<file path="src/rtl/star_frame_writer.sv">
// Writer side of the star-image RAM: optional background clear pass, then a
// row-major pixel stream written to y*WIDTH+x, with frameWritten once complete.
module star_frame_writer #(
  parameter int xSz    = 3,
  parameter int ySz    = 3,
  parameter int addrSz = 6,
  parameter int colSz  = 3,
  parameter int WIDTH  = 6,
  parameter int HEIGHT = 6,
  parameter int BGCOL  = 0
) (
  input  logic              clk,
  input  logic              reset,
  input  logic              start,
  input  logic              clearEn,
  input  logic              pixValid,
  input  logic [colSz-1:0]  pixData,
  output logic              pixReady,
  output logic [addrSz-1:0] mem_address,
  output logic [colSz-1:0]  mem_data,
  output logic              mem_wren,
  output logic              busy,
  output logic              frameWritten
);

  typedef enum logic [1:0] {
    IDLE,
    CLEAR,
    STREAM,
    DONE
  } stateT;

  localparam logic [xSz-1:0]   xLast   = xSz'(WIDTH - 1);
  localparam logic [ySz-1:0]   yLast   = ySz'(HEIGHT - 1);
  localparam logic [colSz-1:0] bgValue = colSz'(BGCOL);

  stateT             state;
  stateT             nextState;
  logic [xSz-1:0]    xCount;
  logic [ySz-1:0]    yCount;
  logic              atLast;
  logic              doWrite;
  logic              advance;
  logic              clrCnt;
  logic [colSz-1:0]  wrData;

  // Same zero-extended y*WIDTH + x mapping the edge finders use when reading.
  function automatic logic [addrSz-1:0] pixAddr(input logic [xSz-1:0] x,
                                                input logic [ySz-1:0] y);
    logic [addrSz-1:0] xExt;
    logic [addrSz-1:0] yExt;
    xExt = addrSz'(x);
    yExt = addrSz'(y);
    return yExt * addrSz'(WIDTH) + xExt;
  endfunction

  assign atLast       = (xCount == xLast) && (yCount == yLast);
  assign pixReady     = (state == STREAM);
  assign busy         = (state == CLEAR) || (state == STREAM);
  assign frameWritten = (state == DONE);

  always_ff @(posedge clk) begin
    if (reset) begin
      state <= IDLE;
    end else begin
      state <= nextState;
    end
  end

  always_comb begin
    nextState = state;
    doWrite   = 1'b0;
    advance   = 1'b0;
    clrCnt    = 1'b0;
    wrData    = pixData;
    case (state)
      IDLE, DONE: begin
        if (start) begin
          clrCnt    = 1'b1;
          nextState = clearEn ? CLEAR : STREAM;
        end
      end
      CLEAR: begin
        doWrite = 1'b1;
        advance = 1'b1;
        wrData  = bgValue;
        if (atLast) begin
          nextState = STREAM;
        end
      end
      STREAM: begin
        if (pixValid) begin
          doWrite = 1'b1;
          advance = 1'b1;
          if (atLast) begin
            nextState = DONE;
          end
        end
      end
      default: nextState = IDLE;
    endcase
  end

  // Raster counters: x wraps at the row end and carries into y; y wraps after the last row.
  always_ff @(posedge clk) begin
    if (reset || clrCnt) begin
      xCount <= '0;
      yCount <= '0;
    end else if (advance) begin
      if (xCount == xLast) begin
        xCount <= '0;
        yCount <= (yCount == yLast) ? '0 : yCount + 1'b1;
      end else begin
        xCount <= xCount + 1'b1;
      end
    end
  end

  // Registered RAM port: the write decided this cycle is presented next cycle.
  always_ff @(posedge clk) begin
    if (reset) begin
      mem_wren    <= 1'b0;
      mem_address <= '0;
      mem_data    <= '0;
    end else begin
      mem_wren <= doWrite;
      if (doWrite) begin
        mem_address <= pixAddr(xCount, yCount);
        mem_data    <= wrData;
      end
    end
  end

endmodule
</file>
<file path="config.mk">
export PLATFORM = sky130hd
export DESIGN_NAME = star_frame_writer
export DESIGN_NICKNAME = d
export VERILOG_FILES = /design/src/rtl/star_frame_writer.sv
export SDC_FILE = /design/constraint.sdc
export NUM_CORES = 1
export LEC_CHECK = 0
export CORE_MARGIN = 2
export CORE_UTILIZATION = 30
export DETAILED_ROUTE_END_ITERATION = 12
export PLACE_DENSITY = 0.64
export RECOVER_POWER = 25
export REMOVE_ABC_BUFFERS = 1
export SYNTH_ARGS = -nofsm -noshare
export SYNTH_HDL_FRONTEND = slang
export SYNTH_SLANG_ARGS = --single-unit
</file>
<file path="constraint.sdc">
create_clock -name clk -period 3.4 [get_ports clk]
set_clock_uncertainty 0.2 [all_clocks]
set_input_delay 0.68 -clock clk [delete_from_list [all_inputs] [get_ports clk]]
set_output_delay 0.68 -clock clk [all_outputs]
set_load 0.01 [all_outputs]
</file>
==> impl_metrics.json <==
{
  "status": "finished, final reports clean",
  "grt_max_degree": 15,
  "dp_cells": 171,
  "synth-xor-area-share": 0.0428,
  "placed_area_mm2": 0.00125,
  "hp-class": "reg2reg",
  "cp_slowest_cell": "clkdlybuf4s50_1",
  "final.period_utilization": 0.787,
  "hold_depth": 2,
  "post-cts-setup-buffers": 0,
  "synth-seq-area-share": 0.352,
  "final_area_mm2": 0.00126,
  "wirelength_um": 1860,
  "yosysUniqueCellTypes": 29,
  "ctsHoldBuffers": 0,
  "pre_cts_ws_ns": 1.03,
  "grt_pass1_wl_um": 3330,
  "max_freq_ghz": 0.374,
  "via_per_inst": 4.41,
  "cts_tree": "yes",
  "fin_tns_setup_ns": 0,
  "crit_path_end_kind": "output pin",
  "muxShareOfSynthArea": 0.0391,
  "grtUsageTotal": 0.104,
  "ant_nets": 0,
  "critPathMaxStageDelay_ns": 0.53,
  "cts_buffer_depth": 2,
  "worst_slack_ns": 0.725,
  "synth_fa_ha_area_frac": 0.149,
  "finalCriticalPeriod_ns": 2.68,
  "antenna_found_initial": 0,
  "drive_above_1_share": 0.0620,
  "synth_warnings": 0,
  "worst_pin_slew_ns": 0.711,
  "irDropWorstVdd_mv": 0.292,
  "syn_avg_cell_area_um2": 9.30,
  "gp_congestion": 0.769,
  "drt_drc_violations_left": 0,
  "core-area_mm2": 0.00331,
  "synth_compound_area_frac": 0.161,
  "grt_pass1_vias": 755,
  "port_buffers": 20,
  "synthSimpleGateAreaFrac": 0.197,
  "setup_violations": 0,
  "antenna_cells": 0,
  "worstPathCellList": "inv_1, ha_1, inv_1, clkdlybuf4s50_1",
  "clkTransAtPathRegs_ns": 0.10,
  "p_leak_uw": 0.000477,
  "total_power_uw": 744,
  "start_util": 0.309,
  "clk_latency_ns": 0.29,
  "avgRoutedWirePerCell_um": 10.6,
  "required_ns": 2.52,
  "worstSetupPathType": "reg2out",
  "rsz0062_at_grt": "false",
  "clock-root-buffer": "clkbuf_4",
  "clock-sinks": 18,
  "cap_violations": 0,
  "ys_seq_elements": 18,
  "dr.pass1.iters": 4,
  "area_growth_pct": 23.0,
  "numCtsBuffers": 3,
  "ctsResizeCount": 0,
  "grt_overflow": 0,
  "cp-start-kind": "flip-flop",
  "drt_iter0_drc": 41,
  "finalMaxSlewViolations": 0,
  "worstPathMaxFanout": 10,
  "cpMostUsedCell": "inv_1",
  "syn_inst": 110,
  "p_per_area_mw_per_mm2": 591,
  "synth_top_family_by_area": "simple AND/OR/NAND/NOR gates",
  "final_cells": 175,
  "netlist_area_mm2": 0.00102,
  "die_h_um": 62.4,
  "die_x_um": 62.4,
  "arrival_ns": 1.80,
  "cts_max_level": 1,
  "hold_violations": 0,
  "fp.dieArea_mm2": 0.00390,
  "dp_hpwl_um": 1500,
  "rows": 21,
  "via_count": 771,
  "reg2regPathDepth": 6,
  "fin_nets": 149,
  "timing.slew.headroom": 0.525,
  "io_pins": 21
}
## cells by family (layout without fill, tap and decap cells)
family,after synthesis,after routing
AO/OA/AOI/OAI,22,22
buffers and inverters,14,33
adder cells (fa/ha/maj),11,11
XOR/XNOR,5,5
AND/OR/NAND/NOR,36,36
flip-flops,18,18
multiplexers,4,4
## state kept, by name, indices dropped and copies added, names as in the netlist
register	cells
mem_address	6
mem_data	3
mem_wren	1
state	2
xCount	3
yCount	3
## metrics by stage
step	util	hold WS, ns
after floorplan	-	0.270
after global placement	0.379	0.240
after detailed placement	0.379	0.242
after CTS	0.390	0.257
after global routing	0.380	0.275
final	0.380	0.256
## path summary, 6_finish.rpt
path	from	endpoint	slack (ns)
max reg2reg	state[0]	state[0]	1.27
min	mem_data[0]	mem_data[0]	0.26
max	state[0]	busy	0.72
min reg2reg	mem_data[0]	mem_data[0]	0.26
## cell usage in the layout (no fill, tap or decap)
cell	instances
fa_1	2
nand3b_1	4
clkbuf_8	1
nor2b_1	1
nor2_2	1
nor3_1	3
or2_0	1
a21oi_2	1
o21ai_0	2
nor2_1	13
nand2_1	8
a21oi_1	11
nor3b_1	1
xnor2_1	5
a21o_1	1
o32ai_1	1
clkbuf_4	3
inv_1	9
and2b_1	2
dfxtp_1	18
ha_1	9
nand2b_1	1
a211oi_1	4
clkdlybuf4s50_1	20
nand3b_4	1
a211oi_2	1
mux2i_1	4
a41o_1	1
## critical path: cells and delay by family (launching register included)
kind	cells	cell delay, ns
buf+inv	3	0.68
fa+ha+maj	1	0.42
flops	1	0.41
## synth_stat cells
master	instances	area (um^2)
dfxtp_1	18	360
nor2_1	13	48.8
a21oi_1	10	50.1
ha_1	9	113
inv_1	9	33.8
nand2_1	8	30.0
xnor2_1	5	43.8
a211oi_1	4	30.0
mux2i_1	4	40.0
nand3b_1	4	30.0
buf_2	3	15.0
a21oi_2	2	17.5
and2b_1	2	15.0
fa_1	2	40.0
nor3_1	2	10.0
o21ai_0	2	10.0
a211oi_2	1	12.5
a21o_1	1	7.51
a41o_1	1	10.0
buf_4	1	7.51
clkbuf_1	1	3.75
nand2b_1	1	6.26
nand3b_4	1	20.0
nor2_2	1	6.26
nor2b_1	1	6.26
nor3_2	1	10.0
nor3b_2	1	12.5
o32ai_4	1	27.5
or2_1	1	6.26
## where the power goes
part	internal, uW	leakage, uW	switching [uW]
Sequential	251	0.000146	27.1
Clock	65.2	0.0000210	66.2
Combinational	158	0.000310	177
Total	474	0.000477	270
## final cells by class
cell class / count / area, um^2
fill: 340 / 2050
inverter: 9 / 33.8
tap: 46 / 57.6
multi-input combinational: 78 / 571
clock buffer: 4 / 36.3
timing repair buffer: 20 / 200
sequential: 18 / 360
## routing by layer
metal / share of wire / GRT usage / vias to the layer above / wire length (um)
met2: 0.48 / 0.180 / 12 / 885
li1: - / - / 403 / -
met3: 0.032 / 0.0270 / 2 / 60
met5: 0 / 0 / - / 0
met4: 0.011 / 0.0333 / 0 / 21
met1: 0.48 / 0.127 / 354 / 895
No activity file was read; power rests on OpenSTA's default activity.
